`src/rtl/render_pkg.sv`:
```
// Constants and types shared by the render pipeline (coordinate distributor,
// iteration engines, pixel collector).
package render_pkg;

    localparam int unsigned NUM_ENGINES      = 12;
    localparam int unsigned ITER_WIDTH       = 8;
    localparam int unsigned PIXEL_DATA_WIDTH = 10;

    typedef logic [ITER_WIDTH-1:0]       iter_t;
    typedef logic [PIXEL_DATA_WIDTH-1:0] coord_t;

    localparam coord_t SCREEN_WIDTH  = 10'd640;
    localparam coord_t SCREEN_HEIGHT = 10'd480;

    typedef enum logic {
        StIdle,
        StDrain
    } state_t;

endpackage

```
`src/rtl/raster_counter.sv`:
```
// Raster-order x/y position counter: steps one pixel per advance, wrapping at the
// end of each line and frame, and decodes start-of-frame / end-of-line.
module raster_counter
    import render_pkg::*;
#(
    parameter coord_t WIDTH  = SCREEN_WIDTH,
    parameter coord_t HEIGHT = SCREEN_HEIGHT
) (
    input  logic clk,
    input  logic reset,
    input  logic advance,
    output logic sof,
    output logic eol
);

    coord_t x_q, x_d;
    coord_t y_q, y_d;

    always_comb begin
        x_d = x_q;
        y_d = y_q;
        if (advance) begin
            if (x_q == WIDTH - 1'b1) begin
                x_d = '0;
                y_d = (y_q == HEIGHT - 1'b1) ? '0 : y_q + 1'b1;
            end else begin
                x_d = x_q + 1'b1;
            end
        end
    end

    always_ff @(posedge clk) begin
        if (reset) begin
            x_q <= '0;
            y_q <= '0;
        end else begin
            x_q <= x_d;
            y_q <= y_d;
        end
    end

    assign sof = (x_q == '0) && (y_q == '0);
    assign eol = (x_q == WIDTH - 1'b1);

endmodule

```
`src/rtl/pixel_collector.sv`:
```
// Collects one iteration count per engine into a capture buffer, hands full batches
// to an output buffer, and streams them in raster order with sof/eol markers.
module pixel_collector #(
    parameter int unsigned         NUM_ENGINES   = render_pkg::NUM_ENGINES,
    parameter int unsigned         ITER_WIDTH    = render_pkg::ITER_WIDTH,
    parameter render_pkg::coord_t  SCREEN_WIDTH  = render_pkg::SCREEN_WIDTH,
    parameter render_pkg::coord_t  SCREEN_HEIGHT = render_pkg::SCREEN_HEIGHT
) (
    input  logic                   clk,
    input  logic                   reset,
    input  logic [NUM_ENGINES-1:0] eng_done,
    input  logic [ITER_WIDTH-1:0]  eng_iter [NUM_ENGINES],
    output logic                   fin_flag,
    output logic [ITER_WIDTH-1:0]  out_data,
    output logic                   out_valid,
    input  logic                   out_ready,
    output logic                   out_sof,
    output logic                   out_eol,
    output logic                   overrun
);

    localparam int unsigned IDX_W = $clog2(NUM_ENGINES);

    logic [NUM_ENGINES-1:0] mask_q, mask_d;
    logic [ITER_WIDTH-1:0]  cap_buf_q [NUM_ENGINES];
    logic [ITER_WIDTH-1:0]  out_buf_q [NUM_ENGINES];
    render_pkg::state_t     state_q, state_d;
    logic [IDX_W-1:0]       idx_q, idx_d, idx_inc;
    logic [ITER_WIDTH-1:0]  data_q, beat_data;
    logic                   fin_q, sof_q, eol_q, overrun_q;
    logic                   mask_full, hs, last_beat, transfer, load_beat;
    logic                   pos_sof, pos_eol;

    assign mask_full = &mask_q;
    assign hs        = (state_q == render_pkg::StDrain) && out_ready;
    assign last_beat = (idx_q == IDX_W'(NUM_ENGINES - 1));
    assign idx_inc   = idx_q + 1'b1;
    // A full batch moves over when the stream is idle or on the final handshake,
    // so back-to-back batches stream without a bubble.
    assign transfer  = mask_full && ((state_q == render_pkg::StIdle) || (hs && last_beat));
    assign load_beat = transfer || (hs && !last_beat);

    always_comb begin
        mask_d    = mask_q | eng_done;
        state_d   = state_q;
        idx_d     = idx_q;
        beat_data = '0;
        if (transfer) begin
            mask_d    = '0;
            state_d   = render_pkg::StDrain;
            idx_d     = '0;
            beat_data = cap_buf_q[0];
        end else if (hs) begin
            if (last_beat) begin
                state_d = render_pkg::StIdle;
            end else begin
                idx_d     = idx_inc;
                beat_data = out_buf_q[idx_inc];
            end
        end
    end

    // The counter tracks the position of the next beat to be loaded.
    raster_counter #(
        .WIDTH  (SCREEN_WIDTH),
        .HEIGHT (SCREEN_HEIGHT)
    ) u_raster (
        .clk     (clk),
        .reset   (reset),
        .advance (load_beat),
        .sof     (pos_sof),
        .eol     (pos_eol)
    );

    always_ff @(posedge clk) begin
        if (reset) begin
            state_q   <= render_pkg::StIdle;
            mask_q    <= '0;
            idx_q     <= '0;
            fin_q     <= 1'b0;
            data_q    <= '0;
            sof_q     <= 1'b0;
            eol_q     <= 1'b0;
            overrun_q <= 1'b0;
        end else begin
            state_q   <= state_d;
            mask_q    <= mask_d;
            idx_q     <= idx_d;
            fin_q     <= transfer;
            overrun_q <= overrun_q | (|(eng_done & mask_q));
            if (load_beat) begin
                data_q <= beat_data;
                sof_q  <= pos_sof;
                eol_q  <= pos_eol;
            end
        end
    end

    // Buffer contents are only meaningful under the mask, so they need no reset.
    always_ff @(posedge clk) begin
        for (int i = 0; i < NUM_ENGINES; i++) begin
            if (eng_done[i] && !mask_q[i]) begin
                cap_buf_q[i] <= eng_iter[i];
            end
        end
        if (transfer) begin
            out_buf_q <= cap_buf_q;
        end
    end

    assign fin_flag  = fin_q;
    assign out_data  = data_q;
    assign out_valid = (state_q == render_pkg::StDrain);
    assign out_sof   = sof_q;
    assign out_eol   = eol_q;
    assign overrun   = overrun_q;

endmodule

```
`config.mk`:
```
export PLATFORM = sky130hd
export DESIGN_NAME = pixel_collector
export DESIGN_NICKNAME = d
export VERILOG_FILES = /design/src/rtl/render_pkg.sv /design/src/rtl/raster_counter.sv /design/src/rtl/pixel_collector.sv
export SDC_FILE = /design/constraint.sdc
export NUM_CORES = 1
export LEC_CHECK = 0
export CAP_MARGIN = 20
export CORE_MARGIN = 2
export CORE_UTILIZATION = 54
export DETAILED_ROUTE_END_ITERATION = 6
export HOLD_SLACK_MARGIN = 0.02
export MAX_ROUTING_LAYER = met4
export PLACE_DENSITY = 0.79
export SLEW_MARGIN = 20
export SYNTH_ARGS = -nofsm -noshare
export SYNTH_HDL_FRONTEND = slang
export SYNTH_SLANG_ARGS = --single-unit
```
`constraint.sdc`:
```
create_clock -name clk -period 5.3 [get_ports clk]
set_clock_uncertainty 0.1 [all_clocks]
set_input_delay 1.06 -clock clk [delete_from_list [all_inputs] [get_ports clk]]
set_output_delay 1.06 -clock clk [all_outputs]
set_load 0.005 [all_outputs]
```
* Word level (Yosys, flattened, before mapping)
Index checks and enable logic that the tools add are counted.
** Word-level totals
- Bits in registers :: 241
- Input bits :: 111
- Output and inout bits :: 13
- Word-level logic and storage cells :: 100
** Operators by class
- Add/sub/neg operators :: 3
- $lt $le $gt $ge :: 1
- Equal/unequal tests :: 3
- Multiplexer cells :: 11
- Bitwise logic cells :: 6
- Reductions and logical operators :: 42
** Operators by type and width (number)
- 8-bit 2-to-1 mux :: 5
- 8-bit binary-select mux with 4-bit select :: 1
- 10-bit by 1-bit adder with 10-bit output (second input constant) :: 2
- 10-bit logical NOT :: 2
- 10-bit 2-to-1 mux :: 2
- 1-bit logical AND :: 17
- 1-bit logical NOT :: 13
- 12-bit bitwise AND :: 1
- 12-bit bitwise OR :: 1
- 12-bit AND reduction :: 1
- 12-bit OR reduction :: 1
- 10-bit equality test (second input constant) :: 1
- 10-bit by 9-bit equality test with 1-bit output (second input constant) :: 1
- 2-bit AND reduction :: 3
- 5-bit >= comparator (second input constant) :: 1
- 4-bit NOT with 5-bit output :: 1
- 4-bit by 1-bit adder with 4-bit output (second input constant) :: 1
- 4-bit equality test (second input constant) :: 1
- 2-bit nonzero test :: 2
- 1-bit 2-to-1 mux :: 3
- 1-bit logical OR :: 2
- 1-bit NOT :: 2
- 2-bit OR reduction :: 1
- 1-bit bitwise OR :: 1

* Longest topological paths before layout
Gate-level depths: netlist of run 1.
- Depth in word-level cells :: 8
- Mapped depth :: 8
- Depth with buffers taken out :: 7

* Modules after synthesis
A second synthesis of run 1 with hierarchy kept.
** Second synthesis, totals
- Cell total of the unflattened synthesis :: 517
- Area total of the unflattened synthesis :: 8934.8 um^2
** Modules (own cells, without submodules)
- pixel_collector :: instances 1, cells each 392, area an instance 7847.5 um^2, sequential area each 6346.1 um^2
- raster_counter :: instances 1, cells each 125, area an instance 1087.3 um^2, sequential area each 400.4 um^2

* Worst setup path before layout of run 1
OpenSTA, ideal clock, no wires.
- Kind :: in2reg
- From :: in out_ready
- To :: reg u_raster.x_q[3]
- Setup time :: 120 ps
- Arrival time :: 4110 ps
- Data required time :: 5080 ps
- Setup slack :: 970 ps
- Stages on the path :: 6
- Buffers on the path :: 0
- Path through :: and4b_1 o2111ai_4 inv_1 o21ai_0 xnor2_1 nor2_1
** Between the ends
- Cells in the longest elaborated chain, start to end :: 5
- Elaborated cells on any way between the ends :: 6
- Classes of those cells :: reduce/logical (6)
** RTL lines
- start: declaration :: line pixel_collector.sv:16 : input logic out_ready,
- 1-bit logical AND * :: line pixel_collector.sv:35 : assign hs = (state_q == render_pkg::StDrain) && out_ready;
- 1-bit logical AND :: line pixel_collector.sv:40 : assign transfer = mask_full && ((state_q == render_pkg::StIdle) || (hs && last_beat));
- 1-bit logical OR :: line pixel_collector.sv:40
- 1-bit logical AND :: line pixel_collector.sv:40
- 1-bit logical OR * :: line pixel_collector.sv:41 : assign load_beat = transfer || (hs && !last_beat);
- end signal: assignment :: line raster_counter.sv:34 : x_q <= '0;
- end signal: assignment :: line raster_counter.sv:37 : x_q <= x_d;
- end: declaration :: line raster_counter.sv:16 : coord_t x_q, x_d;
Mark *: on every way between the ends. The rest lies on a longest branch, timed or not.
A chain may end at the register's enable or synchronous reset.

* Worst setup path after layout of run 1
- From :: in out_ready
- To :: reg u_raster.x_q[2]
Same word-level chain as after synthesis.

==> results of run 1 <==
-- kinds of logic after synthesis --
family                     Yosys count
AOI/OAI and AO/OA                   63
DFF                                241
xor gates and xnor gates            14
adders and majority gates            5
buffers and inverters               27
and+or+nand+nor                    146
muxes                               25
-- critical path: stages --
cell	delay, ns
clkdlybuf4s50_1	0.47
and4b_1	0.27
o2111ai_4	0.52
clkinv_2	0.55
o21ai_0	0.41
xor2_1	0.19
nor2_1	0.06
-- power by group through the flow --
stage,clock (W),sequential (W),combinational [W]
final,0.00156,0.00212,0.000136
after detailed placement,0,0.00216,0.000136
after global placement,0,0.00216,0.000132
after global routing,0.00166,0.00212,0.000145
after CTS,0.00158,0.00212,0.000137
after floorplan,0,0.00215,0.0000303
-- final timing paths --
path                      start               to  slack (ns)  depth (start not counted)
setup / recovery      out_ready  u_raster.x_q[2]        2.06                          7
hold / removal    cap_buf_q[26]    out_buf_q[26]        0.32                          0
setup reg to reg       idx_q[1]  u_raster.x_q[2]        2.57                          7
hold reg to reg   cap_buf_q[26]    out_buf_q[26]        0.32                          0
-- metrics by stage --
step                setup WS, ns  hold WS [ns]  std cells
detailed placement         1.594        0.3045        847
global placement           1.744        0.3008        847
global route               1.948        0.3200        889
CTS                        2.103        0.3156        889
finish                     2.055        0.3158        889
floorplan                 0.9700        0.3003        521
-- sequential cells by signal, indices dropped and copies added, names as in the netlist, 4 cells and up --
signal	count
idx_q	4
out_data	8
cap_buf_q	96
out_buf_q	96
u_raster.y_q	10
u_raster.x_q	10
mask_q	12
-- final cells by class --
| class | count | area [µm²] | area share |
|---|---|---|---|
| Clock buffer | 30 | 601.8 | 0.05507 |
| Clock inverter | 12 | 110.1 | 0.01008 |
| Inverter | 11 | 42.54 | 0.003893 |
| Multi-Input combinational cell | 253 | 1889 | 0.1729 |
| Sequential cell | 241 | 6748 | 0.6175 |
| Tap cell | 216 | 270.3 | 0.02473 |
| Timing Repair Buffer | 126 | 1266 | 0.1159 |
-- routing by layer --
metal  vias to the layer above  part of all wire
li1                       2294                 -
met1                      2451              0.41
met2                       216              0.51
met3                        27             0.067
met4                         0             0.019
met5                         -                 0
-- cells in the mapped netlist (2+ instances only) --
| cell type | n |
|---|---|
| nor3_1 | 7 |
| or3_1 | 3 |
| a32o_1 | 2 |
| a211oi_1 | 3 |
| inv_1 | 11 |
| nor2_1 | 47 |
| nand3_1 | 8 |
| nor4_1 | 4 |
| or4_1 | 6 |
| nor3b_1 | 2 |
| and3_1 | 4 |
| ha_1 | 5 |
| buf_2 | 6 |
| mux4_2 | 24 |
| xnor2_1 | 9 |
| xor2_1 | 5 |
| nand4_1 | 8 |
| a21oi_1 | 23 |
| o21ai_0 | 5 |
| nand3b_1 | 2 |
| nand2_1 | 35 |
| a21o_1 | 2 |
| nor2b_1 | 12 |
| and4_1 | 3 |
| o22ai_1 | 6 |
| clkbuf_1 | 9 |
| dfxtp_1 | 49 |
| o31ai_1 | 6 |
| a221oi_1 | 8 |
| edfxtp_1 | 192 |
==> summary.txt, run 1 <==
Synth
  • Post-synthesis sequential area ratio: 0.7717
  • Synthesized instance count: approximately 520
  • Syn. warnings: 0
  • Syn_nets: 637
  • Yosys reg bits: 241
  • Synth Area in XOR/XNOR: 0.01403
  • Avg Inst Size Synth: 16.78 µm²
  • Multiplexer share of the synthesized area: 0.06297
  • Synth top area share: 0.6595
  • Synthesized area: 8742 µm²
  • Synth Flop Type: edfxtp_1
  • Post-synthesis compound-gate area fraction: 0.04938
  • Leading area contributor after synthesis: edfxtp_1
  • Synth area leaders: edfxtp_1 (66%), dfxtp_1 (11%), mux4_2 (6.2%), nor2_1 (2.0%), nand2_1 (1.5%)
  • EDFF count, synth: 192
  • Main combinational cell family by area after synthesis: simple AND/OR/NAND/NOR gates
  • Synth unique cells: 45
  • Post-synthesis adder-cell area fraction: 0.007156
  • Post-synth ARST share: 0
  • Simple logic cell fraction of the synthesized area: 0.08230

STA
  • RSZ-0062 raised after global routing: false
  • Final setup vio count: 0
  • Setup TNS: 0 ns
  • Part of the cycle the worst path needs: 0.6122
  • Achievable Freq: between 300 and 400 MHz
  • Minimum clock period: approximately 3.2 ns
  • Final hold vios: 0
  • Slew @ Worst Pin: a little over 1 ns
  • Max-slew violations: 0
  • Worst slew margin: 0.3122

Drt
  • Antenna Nets Post-Route: 0
  • DR DRC count: 0
  • Wire per inst: 20.16 µm
  • Vias per cell: 5.611
  • First-pass DRT Iterations: 5
  • Iter 0 DRT Violations: 479
  • Via count: roughly 5.0k
  • Routed WL: 17920 µm

Clock tree
  • Clock Tree Root: clkbuf_16
  • Worst-path clk slew: 0.06 ns
  • Post-CTS setup buffers: 0
  • Clk_lat worst skew: about 0.50 ns
  • Number of H-tree levels: 1
  • Post-CTS sizing: 0
  • Cts bufs inserted: 23
  • CTS Buffer Depth: 3
  • Clock sinks: 241
  • CTS tree: yes
  • Post-CTS Hold Fix Bufs: 0

Floorplanning
  • Initial Util: 0.5523
  • Die H: 131.2 µm
  • Io pins: roughly 120
  • Die area: roughly 17000 µm²
  • Rows: 46
  • Die width: between 100 and 150 µm
  • Core area: 15830 µm²

Final layout
  • Area delta synth->final: 25.00%
  • Fillers: 987
  • Layout cells sized above 1: 0.09064
  • Post-layout util: 0.6904
  • Commonest cells after routing, fill and taps aside: edfxtp_1 (192), clkdlybuf4s50_1 (123), dfxtp_1 (48)
  • Antenna cells: 0
  • Design Area, Final: 10930 µm²
  • Commonest non-fill, non-tap cell in the layout: edfxtp_1
  • Final Net Count: 772

GRT
  • Initial antenna violation count: 0
  • Routing usage on met1: 0.2867
  • First-pass GRT wire length: 28060 µm
  • Global Route Usage Sum: 0.2188
  • Largest net degree at the start of global routing: between 70 and 80
  • M3 GR Usage: 0.03009
  • Most Crowded Layer GR: met2
  • GRT overflow: 0
  • Met2 Use GR: 0.3655
  • Vias in the first global route: 5178

Place
  • Port Buffer Count: 123
  • Routability cong.: 0.8809
  • DP Area: 10220 µm²
  • Final HPWL from detailed placement: roughly 12000 µm

Pwr
  • Part of the power in registers: 0.556
  • Sw frac: 0.1923
  • Int Pwr: slightly above 0.003 W
  • Clk pwr share: 0.408
  • Max VDD drop: 0.2932 mV
  • LEAKAGE: about 3.6 nW
  • Combinational share of power: 0.036
  • P_sw: 0.0007326 W
  • Total power: roughly 0.0038 W
  • Power per cell area: 348.6 nW/µm²

Setup path
  • WS Path Type: in -> reg
  • Required time worst endpoint: roughly 5.6 ns
  • Critical Path Fanout Max: 25
  • Setup crit start kind: input port
  • CP Capture Type: flop
  • Worst path arrival time: 3.53 ns

Outcome
  • Status: complete, no violations

Run
  • MaxCap Viol Count: 0

Worst hold path
  • Min-Delay Path Class: reg -> reg
Power figures use the tool's default switching activity.
==> inputs of run 2 (changes only) <==
Clock period 5.3 ns to 3.1 ns, I/O delays scaled along.
==> run 2 against run 1 <==
Core utilization up 1.5 points; die area stayed put; first-iteration DRC count increased by 6.9%; largest power group unchanged; flip-flop and latch count stayed put; design area is 2.2% higher; sequential share of layout area shrank 1.3 points; highest routed layer unchanged; register-to-register slack lost 1.9 ns; critical endpoint is now u_raster.x_q[9]; power is 77% higher.
==> summary.txt, run 2 (same netlist as run 1, synthesis figures left out) <==
Final layout
  • Post-Layout Cell Count: 909 (+2.2%)
  • Area delta synth->final: 27.71%
  • Layout cells sized above 1: 0.1227 (+0.03202)
  • Design Area, Final: 11160 µm² (+2.2%)
  • Final Net Count: 791 (+2.5%)
  • Antenna cells: 0 (unchanged)
  • Commonest non-fill, non-tap cell in the layout: edfxtp_1
  • Biggest registers after layout: cap_buf_q: 96 flops, out_buf_q: 96 flops, mask_q: 12 flops
  • Post-layout util: 0.7054 (+0.01494)
  • Commonest cells after routing, fill and taps aside: edfxtp_1 (192), clkdlybuf4s50_1 (123), dfxtp_1 (48)

Setup path
  • R2R depth: 7 (unchanged)
  • Setup crit start kind: flop
  • WS Path Type: reg -> reg
  • FF-to-FF setup slack: 0.65 ns (-1.92 ns)
  • CP startpoint: idx_q[0]
  • Critical Path Fanout Max: 16 (-36%)
  • Worst path arrival time: 2.77 ns (-0.76 ns)
  • Reg-to-reg startpoint: idx_q[0]
  • CP Capture Type: flop
  • Required time worst endpoint: 3.41 ns (-2.17 ns)
  • Worst r2r dst: u_raster.x_q[9]

STA
  • Achievable Freq: 407.4 MHz
  • Final hold vios: 0 (unchanged)
  • Part of the cycle the worst path needs: 0.7918
  • Final setup vio count: 0 (unchanged)
  • Max-slew violations: 0 (unchanged)
  • Hold_ws: 0.3032 ns (-0.01256 ns)
  • Setup TNS: 0 ns (unchanged)
  • Minimum clock period: 2.455 ns
  • RSZ-0062 raised after global routing: false
  • Worst slew margin: 0.4029 (+0.09066)
  • Slew @ Worst Pin: 0.8938 ns (-0.1357 ns)

Clock tree
  • Cts bufs inserted: 24 (+4.3%)
  • Number of H-tree levels: 1 (unchanged)
  • Post-CTS sizing: 0 (unchanged)
  • Clk_lat worst skew: 0.52 ns (+0.02 ns)
  • Clock sinks: 241 (unchanged)
  • Post-CTS Hold Fix Bufs: 0 (unchanged)
  • Worst-path clk slew: 0.07 ns (about the same)
  • Clock Tree Root: clkbuf_16
  • Post-CTS setup buffers: 0 (unchanged)
  • CTS Buffer Depth: 3 (unchanged)
  • CTS tree: yes

GRT
  • Global Route Usage Sum: 0.2258 (+0.007060)
  • GRT overflow: 0 (unchanged)
  • Vias in the first global route: 5407 (+4.4%)
  • First-pass GRT wire length: 28970 µm (+3.2%)
  • Largest net degree at the start of global routing: 66 (-14%)
  • Initial antenna violation count: 0 (unchanged)

Pwr
  • LEAKAGE: 3.708 nW (+4.0%)
  • Max VDD drop: 0.5012 mV (+71%)
  • Power per cell area: 604.4 nW/µm² (+73%)

Drt
  • Iter 0 DRT Violations: 512 (+6.9%)
  • First-pass DRT Iterations: 5 (unchanged)
  • Antenna Nets Post-Route: 0 (unchanged)
  • Vias per cell: 5.615 (about the same)
  • DR DRC count: 0 (unchanged)
  • Wire per inst: 20.32 µm (+0.81%)
  • Via count: 5104 (+2.3%)
  • Routed WL: 18470 µm (+3.1%)

Floorplanning
  • Core area: 15830 µm² (unchanged)
  • Rows: 46 (unchanged)
  • Io pins: 124 (unchanged)
  • Die width: 131.2 µm (unchanged)
  • Die area: 17220 µm² (unchanged)
  • Initial Util: 0.5523 (unchanged)
  • Die H: 131.2 µm (unchanged)

Place
  • Routability cong.: 0.8519 (-3.3%)
  • DP Area: 10360 µm² (+1.4%)
  • Placed Cells: 865 (+2.1%)
  • Final HPWL from detailed placement: 12670 µm (+3.5%)
  • Port Buffer Count: 123 (unchanged)

Run
  • MaxCap Viol Count: 0 (unchanged)

Worst hold path
  • WHS Endpoint: out_buf_q[50]
  • Min-Delay Path Class: reg -> reg
  • Hold Startpoint: cap_buf_q[50]
  • Worst Hold Depth: 0 (unchanged)

Outcome
  • Status: complete, no violations
[run 2: cell types whose count changed in the layout (fill, tap and decap cells not counted)]
cell | before | now
clkbuf_8 | 0 | 4
inv_4 | 0 | 1
clkbuf_16 | 23 | 24
buf_12 | 1 | 2
clkinvlp_2 | 1 | 0
clkinv_2 | 3 | 4
ha_1 | 4 | 5
buf_4 | 2 | 19
ha_2 | 1 | 0
clkinv_8 | 0 | 2
clkbuf_1 | 7 | 4
clkinv_1 | 5 | 3
inv_6 | 1 | 0
[run 2: worst max path at each step]
stage	to	slack (ns)	cells after the start
2_1_floorplan	u_raster.x_q[5]	-0.29	6
3_3_place_gp	u_raster.x_q[9]	0.38	7
3_5_place_dp	u_raster.x_q[9]	0.29	7
4_1_cts	u_raster.x_q[9]	0.66	7
5_1_grt	u_raster.y_q[9]	0.48	6
6_report	u_raster.x_q[9]	0.65	7
[run 2: final cells by class]
type,instances,area [µm²]
sequential,241,6748
fill,970,4663
multi-input combinational,253,1887
timing repair buffer,144,1414
clock buffer,32,670.6
tap,216,270.3
clock inverter,12,130.1
inverter,11,45.04
[run 2: metrics by stage]
step / setup WS (ns) / power [W]
after floorplan: -0.2910 / 0.003725
after global placement: 0.3804 / 0.003925
after detailed placement: 0.2938 / 0.003936
after CTS: 0.6554 / 0.006806
after global routing: 0.4762 / 0.006957
final: 0.6453 / 0.006748
[run 2: metal layers]
metal	GRT usage	vias to the layer above	wire [µm]
met2	0.3740	241	9393
met5	-	-	0
met3	0.03434	35	1245
li1	-	2338	-
met1	0.2819	2490	7256
met4	0.09420	0	579
[run 2: critical path, cell delays in order, from the launching register on]
cell and delay (ns):
dfxtp_2 0.46, ha_1 0.31, and4b_1 0.30, o2111ai_4 0.16
buf_4 0.24, a2111oi_0 0.54, xnor2_1 0.18, nor2_1 0.05
[run 2: power by group]
group | leakage (nW) | total [W] | internal (W) | switching, W
combinational | 1.14 | 0.000249 | 0.000151 | 0.0000979
sequential | 2.18 | 0.00362 | 0.00358 | 0.0000372
clock | 0.396 | 0.00288 | 0.00170 | 0.00118
